--- src/rtl/wgen_pkg.sv ---
// Shared types and constants for the weight stream generator.
package wgen_pkg;

  typedef enum logic [1:0] {
    WGEN_LFSR  = 2'd0,
    WGEN_INCR  = 2'd1,
    WGEN_CONST = 2'd2,
    WGEN_RAMP  = 2'd3
  } mode_e;

  typedef enum logic [1:0] {
    IDLE   = 2'd0,
    LOAD   = 2'd1,
    STREAM = 2'd2,
    DONE   = 2'd3
  } state_e;

  localparam logic [15:0] WGEN_DEF_TAPS = 16'hB400;

endpackage

--- src/rtl/weight_stream_gen_if.sv ---
// Valid/ready beat stream carrying NUM_CH packed weight words per beat.
interface weight_stream_gen_if #(
  parameter int DATA_WIDTH = 16,
  parameter int NUM_CH     = 4
) ();
  logic                         out_valid;
  logic                         out_ready;
  logic                         out_last;
  logic [NUM_CH*DATA_WIDTH-1:0] out_data;

  modport master (output out_valid, out_data, out_last, input out_ready);
  modport slave  (input out_valid, out_data, out_last, output out_ready);
endinterface

--- src/rtl/wgen_lfsr.sv ---
// Per-channel Galois LFSR; a zero seed is forced to 1 so the register never locks up.
module wgen_lfsr
  import wgen_pkg::*;
#(
  parameter int                    DATA_WIDTH = 16,
  parameter logic [DATA_WIDTH-1:0] TAPS       = DATA_WIDTH'(WGEN_DEF_TAPS)
) (
  input  logic                  clk,
  input  logic                  rstn,
  input  logic                  load,
  input  logic [DATA_WIDTH-1:0] seed_in,
  input  logic                  advance,
  output logic [DATA_WIDTH-1:0] value
);

  always_ff @(posedge clk or negedge rstn) begin
    if (!rstn) begin
      value <= '0;
    end else if (load) begin
      value <= (seed_in == '0) ? DATA_WIDTH'(1) : seed_in;
    end else if (advance) begin
      value <= (value >> 1) ^ (value[0] ? TAPS : '0);
    end
  end

endmodule

--- src/rtl/weight_stream_gen.sv ---
// Multi-channel weight burst generator (LFSR / INCR / CONST / RAMP) on a valid/ready stream.
// Optional macro WGEN_CHECKSUM_EN adds an XOR checksum of every accepted channel word.
//
// state  | meaning
// IDLE   | waiting for start; configuration latched on accept
// LOAD   | seeding per-channel generators, beat counter cleared
// STREAM | presenting beats; advance on valid && ready
// DONE   | burst finished; busy drops and done pulses on the following cycle
module weight_stream_gen
  import wgen_pkg::*;
#(
  parameter int                    DATA_WIDTH = 16,
  parameter int                    NUM_CH     = 4,
  parameter int                    MAX_BURST  = 1024,
  parameter logic [DATA_WIDTH-1:0] LFSR_TAPS  = DATA_WIDTH'(WGEN_DEF_TAPS),
  localparam int                   CNT_W      = $clog2(MAX_BURST + 1)
) (
  input  logic                  clk,
  input  logic                  rstn,
  input  logic                  start,
  input  logic [1:0]            mode,
  input  logic [CNT_W-1:0]      burst_len,
  input  logic [DATA_WIDTH-1:0] seed,
  input  logic [DATA_WIDTH-1:0] const_val,
  weight_stream_gen_if.master   strm,
  output logic                  busy,
  output logic                  done,
  output logic [CNT_W-1:0]      beat_cnt
`ifdef WGEN_CHECKSUM_EN
  ,
  output logic [DATA_WIDTH-1:0] checksum
`endif
);

  state_e                       state, state_nx;
  mode_e                        mode_q;
  logic [CNT_W-1:0]             len_q;
  logic [DATA_WIDTH-1:0]        seed_q, const_q;
  logic [DATA_WIDTH-1:0]        lfsr_val  [NUM_CH];
  logic [DATA_WIDTH-1:0]        chan_word [NUM_CH];
  logic [NUM_CH*DATA_WIDTH-1:0] data_bus;
  logic [DATA_WIDTH-1:0]        b_word;
  logic                         accept, is_last, start_ok;

  assign start_ok       = (state == IDLE) && start;
  assign strm.out_valid = (state == STREAM);
  assign accept         = strm.out_valid && strm.out_ready;
  assign is_last        = (beat_cnt == len_q - CNT_W'(1));
  assign strm.out_last  = strm.out_valid && is_last;
  assign strm.out_data  = data_bus;
  assign b_word         = DATA_WIDTH'(beat_cnt);

  always_ff @(posedge clk or negedge rstn) begin
    if (!rstn) state <= IDLE;
    else       state <= state_nx;
  end

  always_comb begin
    state_nx = state;
    case (state)
      IDLE:    if (start) state_nx = (burst_len == '0) ? DONE : LOAD;
      LOAD:    state_nx = STREAM;
      STREAM:  if (accept && is_last) state_nx = DONE;
      DONE:    state_nx = IDLE;
      default: state_nx = IDLE;
    endcase
  end

  // busy/done are registered, so they trail the state register by one cycle
  always_ff @(posedge clk or negedge rstn) begin
    if (!rstn) begin
      mode_q   <= WGEN_LFSR;
      len_q    <= '0;
      seed_q   <= '0;
      const_q  <= '0;
      busy     <= 1'b0;
      done     <= 1'b0;
      beat_cnt <= '0;
    end else begin
      done <= (state == DONE);
      if (start_ok) begin
        mode_q   <= mode_e'(mode);
        len_q    <= burst_len;
        seed_q   <= seed;
        const_q  <= const_val;
        busy     <= 1'b1;
        beat_cnt <= '0;
      end else if (state == DONE) begin
        busy <= 1'b0;
      end
      if (state == LOAD)  beat_cnt <= '0;
      else if (accept)    beat_cnt <= beat_cnt + CNT_W'(1);
    end
  end

  for (genvar c = 0; c < NUM_CH; c++) begin : g_ch
    wgen_lfsr #(.DATA_WIDTH(DATA_WIDTH), .TAPS(LFSR_TAPS)) u_lfsr (
      .clk     (clk),
      .rstn    (rstn),
      .load    (state == LOAD),
      .seed_in (seed_q ^ DATA_WIDTH'(c)),
      .advance (accept),
      .value   (lfsr_val[c])
    );
  end

  always_comb begin
    for (int c = 0; c < NUM_CH; c++) begin
      chan_word[c] = '0;
      case (mode_q)
        WGEN_LFSR:  chan_word[c] = lfsr_val[c];
        WGEN_INCR:  chan_word[c] = b_word;
        WGEN_CONST: chan_word[c] = const_q;
        WGEN_RAMP:  chan_word[c] = b_word + DATA_WIDTH'(c);
        default:    chan_word[c] = '0;
      endcase
    end
  end

  always_comb begin
    data_bus = '0;
    for (int c = 0; c < NUM_CH; c++) begin
      data_bus[c*DATA_WIDTH +: DATA_WIDTH] = strm.out_valid ? chan_word[c] : '0;
    end
  end

`ifdef WGEN_CHECKSUM_EN
  logic [DATA_WIDTH-1:0] beat_xor;

  always_comb begin
    beat_xor = '0;
    for (int c = 0; c < NUM_CH; c++) beat_xor ^= chan_word[c];
  end

  always_ff @(posedge clk or negedge rstn) begin
    if (!rstn)         checksum <= '0;
    else if (start_ok) checksum <= '0;
    else if (accept)   checksum <= checksum ^ beat_xor;
  end
`endif

endmodule
--- src/flat_wrapper.sv ---
// flat-port wrapper written by rule: the top's interface ports become plain ports
module weight_stream_gen_flat import wgen_pkg::*;
#(
  parameter int                    DATA_WIDTH = 16,
  parameter int                    NUM_CH     = 4,
  parameter int                    MAX_BURST  = 1024,
  parameter logic [DATA_WIDTH-1:0] LFSR_TAPS  = DATA_WIDTH'(WGEN_DEF_TAPS),
  localparam int                   CNT_W      = $clog2(MAX_BURST + 1)
)
  (clk, rstn, start, mode, burst_len, seed, const_val, busy, done, beat_cnt, strm_out_valid, strm_out_data, strm_out_last, strm_out_ready);
  weight_stream_gen_if #(.DATA_WIDTH(DATA_WIDTH), .NUM_CH(NUM_CH)) strm_i ();
  input  logic clk;
  input  logic rstn;
  input  logic start;
  input  logic [1:0] mode;
  input  logic [CNT_W-1:0] burst_len;
  input  logic [DATA_WIDTH-1:0] seed;
  input  logic [DATA_WIDTH-1:0] const_val;
  output logic busy;
  output logic done;
  output logic [CNT_W-1:0] beat_cnt;
  output wire logic [$bits(strm_i.out_valid)-1:0] strm_out_valid;
  output wire logic [$bits(strm_i.out_data)-1:0] strm_out_data;
  output wire logic [$bits(strm_i.out_last)-1:0] strm_out_last;
  input wire logic [$bits(strm_i.out_ready)-1:0] strm_out_ready;
  assign strm_out_valid = strm_i.out_valid;
  assign strm_out_data = strm_i.out_data;
  assign strm_out_last = strm_i.out_last;
  assign strm_i.out_ready = strm_out_ready;
  weight_stream_gen #(.DATA_WIDTH(DATA_WIDTH), .NUM_CH(NUM_CH), .MAX_BURST(MAX_BURST), .LFSR_TAPS(LFSR_TAPS)) u_core (.clk(clk), .rstn(rstn), .start(start), .mode(mode), .burst_len(burst_len), .seed(seed), .const_val(const_val), .strm(strm_i), .busy(busy), .done(done), .beat_cnt(beat_cnt));
endmodule
--- config.mk ---
export PLATFORM = sky130hd
export DESIGN_NAME = weight_stream_gen_flat
export DESIGN_NICKNAME = d
export VERILOG_FILES = /design/src/rtl/wgen_pkg.sv /design/src/rtl/weight_stream_gen_if.sv /design/src/rtl/wgen_lfsr.sv /design/src/rtl/weight_stream_gen.sv /design/src/flat_wrapper.sv
export SDC_FILE = /design/constraint.sdc
export NUM_CORES = 1
export LEC_CHECK = 0
export CORE_AREA = 3 3 124 126
export DETAILED_ROUTE_END_ITERATION = 16
export DIE_AREA = 0 0 127 129
export HOLD_SLACK_MARGIN = 0.02
export PLACE_DENSITY = 0.77
export SLEW_MARGIN = 15
export SYNTH_ARGS = -nofsm -noshare
export SYNTH_HDL_FRONTEND = slang
export SYNTH_SLANG_ARGS = --single-unit
export TNS_END_PERCENT = 20
--- constraint.sdc ---
create_clock -name clk -period 3 [get_ports clk]
set_input_delay 0.6 -clock clk [delete_from_list [all_inputs] [get_ports clk]]
set_output_delay 0.6 -clock clk [all_outputs]
set_load 0.01 [all_outputs]
# Yosys cells after proc, flatten, opt, wreduce, memory -nomap -nowiden

Cells that the tools add are included.

Logic and storage cells: 82
Output and inout bits: 79
Bits of input ports: 49
Register bits after elaboration: 124

Mux-type cells: 33
Add/subtract/negate cells: 5
Reduce and logical (&&, ||, !) cells: 16
Equality and inequality tests: 9
Bitwise gates (word level): 7

Operators with widths:

| cell                  | number |
|---|---|
| $mux 16               | 20 |
| $pmux 16 s4           | 3 |
| $logic_not 16->1      | 4 |
| $xor 15x16->16        | 4 |
| $pmux 16 s3           | 1 |
| $mux 11               | 3 |
| $add 11x2->12 const B | 2 |
| $add 11x1->12 const B | 1 |
| $add 11x1->11 const B | 1 |
| $eq 11x11->1          | 1 |
| $logic_not 11->1      | 1 |
| $sub 11x1->11 const B | 1 |
| $eq 2x2->1 const B    | 4 |
| $pmux 2 s4            | 1 |
| $mux 2                | 3 |
| $eq 2x1->1 const B    | 2 |
| $logic_and 1x1->1     | 4 |
| $logic_not 2->1       | 2 |
| $ne 2x2->1 const B    | 2 |
| $reduce_bool 2->1     | 2 |
| $reduce_bool 3->1     | 1 |
| $mux 1                | 2 |
| $not 1->1             | 2 |
| $not 2->2             | 1 |
| other kinds (2)       | 2 |

# Longest topological paths before layout

Depth in word-level cells: 5
Mapped depth: 9
Mapped depth without buffers: 8

# Hierarchy

Synthesis repeated with hierarchy kept, for this count alone.

Cell total of the unflattened synthesis: 863
Area, all modules: 8026.4 um2

Modules (own cells, without submodules):

| module            | cells each | seq. area each (um2) | instances | area each (um2) |
|---|---|---|---|---|
| weight_stream_gen | 551        | 1501.4               | 1         | 4673.2 |
| wgen_lfsr         | 78         | 400.4                | 4         | 838.3 |

# Least setup slack after synthesis

Ideal clock, no wire load.

Path type: register -> output
From: register u_core.len_q[0]
To: output port strm_out_last
Required time: 2.400 ns
Cell stages (with the launch flop): 7
Buffers on the path: 1
Arrival: 2.174 ns
Path slack: 0.226 ns
Cell sequence: dfrtp_1 or4_1 clkbuf_2 or4b_1 a21oi_1 nor3_1 nor4_1

Word-level cells in the longest chain between the ends: 3

Ends and longest elaborated chain:

| what                   | line                    | source |
|---|---|---|
| start, declared        | weight_stream_gen.sv:37 | `logic [CNT_W-1:0] len_q;` |
| start signal, assigned | weight_stream_gen.sv:83 | `len_q <= burst_len;` |
| $sub 11x1->11          | weight_stream_gen.sv:48 | `assign is_last = (beat_cnt == len_q - CNT_W'(1));` |
| $eq 11x11->1           | weight_stream_gen.sv:48 |  |
| $logic_and 1x1->1      | weight_stream_gen.sv:49 | `assign strm.out_last = strm.out_valid && is_last;` |
| end, declared          | flat_wrapper.sv:24      | `output wire logic [$bits(strm_i.out_last)-1:0] strm_out_last;` |

Every way passes these cells.

# Worst setup path in the final report

Same ends and word-level chain as after synthesis.

==> impl_metrics.env <==
export IMPL_num_vias=7552
export IMPL_drt_pass1_iterations=5
export IMPL_worstSetupStartpointType="register"
export IMPL_fin_area_mm2=0.0104
export IMPL_fin_nets=1123
export IMPL_diodes=0
export IMPL_synthArstFlopShare_pct=100
export IMPL_cp_data_required_time_ps=2400
export IMPL_grtUsageMet1_pct=40.2
export IMPL_root_buffer="clkbuf_16"
export IMPL_grt_pass1_wl_um=37500
export IMPL_finClkSkew_ps=5.68
export IMPL_dieArea_mm2=0.0164
export IMPL_crit_start="u_core.len_q[0]"
export IMPL_overflow=0
export IMPL_p_leak_uw=0.00446
export IMPL_syn_to_final_growth_pct=35.4
export IMPL_synth_edff_count=0
export IMPL_synth_ff_type="dfrtp_1"
export IMPL_htree_num_levels=4
export IMPL_hold_class="in2async"
export IMPL_ys_seq_area_share_pct=40.3
export IMPL_viasPerCell=5.99
export IMPL_tightest_slew_ps=692
export IMPL_ant_nets=0
export IMPL_hold_viol=0
export IMPL_yosysMostFrequentCell="nor2_1"
export IMPL_antenna_found_initial=0
export IMPL_worstSetupPathType="reg2out"
export IMPL_yosysWarnings=0
export IMPL_failed_checks="setup timing"
export IMPL_ys_top_cells_by_count="nor2_1 (127), dfrtp_1 (124), a21oi_1 (85)"
export IMPL_wl_per_cell_um=19.2
export IMPL_clock_path_buffers=2
export IMPL_gr_usage_met2_pct=45.0
export IMPL_arrival_ps=2530
export IMPL_grt_pass1_vias=7163
export IMPL_grt_busiest_layer="met2"
export IMPL_synth_ff_latch_count=124
export IMPL_syn_area_per_cell_um2=8.42
export IMPL_synth_top_area_cell="dfrtp_1"
export IMPL_syn_area_mm2=0.00771
export IMPL_slew_headroom_pct=53.8
export IMPL_clkLatencyLatePin_ps=410
export IMPL_place_hpwl_um=16700
export IMPL_netlist_area_leader_share_pct=40.3
export IMPL_holdWs_ps=223
export IMPL_period_share_pct=104
export IMPL_wl_um=24200
export IMPL_finalSetupTns_ps=-148
export IMPL_worst_slack_ps=-133
export IMPL_fin_cells=1261
export IMPL_clk_pin_slew_ps=60
export IMPL_synth_area_leaders="dfrtp_1 (40%), mux2_2 (7.5%), nor2_1 (6.2%)"
export IMPL_reg2reg_from="u_core.len_q[0]"
export IMPL_grt_max_degree=68
export IMPL_core_mm2=0.0144
export IMPL_place_area_mm2=0.00950
export IMPL_start_util_pct=53.4
export IMPL_vdd_drop_max_mv=0.623
export IMPL_status="finished, violations left"
export IMPL_finalSetupViolCount=2
export IMPL_cts_buffers_inserted=17
export IMPL_post_route_min_period_ps=3130
export IMPL_track_usage_pct=29.0
export IMPL_holdBufCountCts=0
export IMPL_cts_tree="built"
export IMPL_setup_worst_path_end_class="primary output"
export IMPL_io_pins=128
export IMPL_cts_sinks=124
export IMPL_fp_dieW_um=127
export IMPL_drive_above_1_share_pct=20.6
export IMPL_die_h_um=129
export IMPL_port_buffers=127
export IMPL_max_freq_mhz=319
export IMPL_use_met3_pct=5.73
export IMPL_cap_violations=0
export IMPL_rsz0062_at_grt="yes"
export IMPL_slew_viol_final=0
export IMPL_syn_nets=974
export IMPL_drtIter0Drc=934
export IMPL_p_per_area_mw_per_mm2=1070
export IMPL_dp_cells=1214
export IMPL_synth_distinct_cells=45
export IMPL_utilization_pct=72.3
export IMPL_gp_congestion=0.950
export IMPL_synthCells=915
export IMPL_critPathMaxFanout=4
export IMPL_rows=44
export IMPL_drc_errors=0
-- flip-flops by register name, summed over array words and instances (netlist names) --
name / count
u_core.state: 2
u_core.beat_cnt: 11
u_core.seed_q: 16
u_core.g_ch.u_lfsr.value: 64
u_core.mode_q: 2
u_core.const_q: 16
u_core.busy: 1
u_core.done: 1
u_core.len_q: 11
-- worst max-delay path: stages, from the launching register on --
cell	delay, ps
dfrtp_1	420
or4_4	540
or4b_1	520
a21oi_1	150
nor3_1	90
nor4_2	230
buf_2	170
-- where the power goes --
part	switching, uW	total (uW)	internal, uW
Clock	782	2010	1230
Combinational	3160	5860	2710
Sequential	814	3310	2500
-- kinds of logic after synthesis --
kind of cell	synth area share, %
muxes	8.39
xor gates and xnor gates	5.57
AOI/OAI and AO/OA	18.4
buffers and inverters	5.60
adders and majority gates	1.62
and+or+nand+nor	20.1
DFF	40.3
-- placed cells by master (no fill, tap or decap), types with 13 or more instances in the layout --
cell type          n
buf_4             72
nor2_1           126
dlygate4sd2_1     13
inv_1             29
clkbuf_16         19
xnor2_1           31
mux2_2            51
nand2_1           42
o21ai_0           79
a211oi_1          46
a21oi_1           83
and3_1            37
clkdlybuf4s50_1  103
xor2_1            18
nor2b_1           13
nand2b_1          29
dfrtp_1          119
-- area by class of cell --
cell class / count / area [um^2]
clock inverters: 13 / 140
repair buffers: 211 / 1990
multi-input cells: 677 / 4410
flip-flops and latches: 124 / 3110
well taps: 184 / 230
clock buffers: 19 / 433
inverters: 33 / 124
fillers: 1070 / 3990
-- what timing repair did --
action | in CTS | in global routing
resized for setup | 55 | 35
setup buffers | 8 | 5
gates cloned | 0 | 2
pin swaps | 8 | 5
setup endpoints to repair | 64 | 43
-- per-layer routing --
layer  up-vias  routed length, um
met4         0                738
met1      3648              10200
met3        53               1850
met2       357              11400
met5         -                  0
li1       3494                  -
-- metrics by stage --
step	setup WS [ps]	total power, uW
after floorplan	226	6530
after global placement	-180	8580
after detailed placement	-299	8680
after CTS	-170	10900
after global routing	-213	11900
final	-133	11200
-- path summary, 6_finish.rpt --
path,to,slack (ps),cells past startpoint
hold / removal,u_core.done,220,1
hold reg to reg,u_core.const_q[7],510,1
setup / recovery,strm_out_last,-130,6
min in group clk,u_core.const_q[7],510,1
setup reg to reg,u_core.state[0],240,7
max in group asynchronous,u_core.beat_cnt[7],2000,2
(Power assumes the default switching activity.)
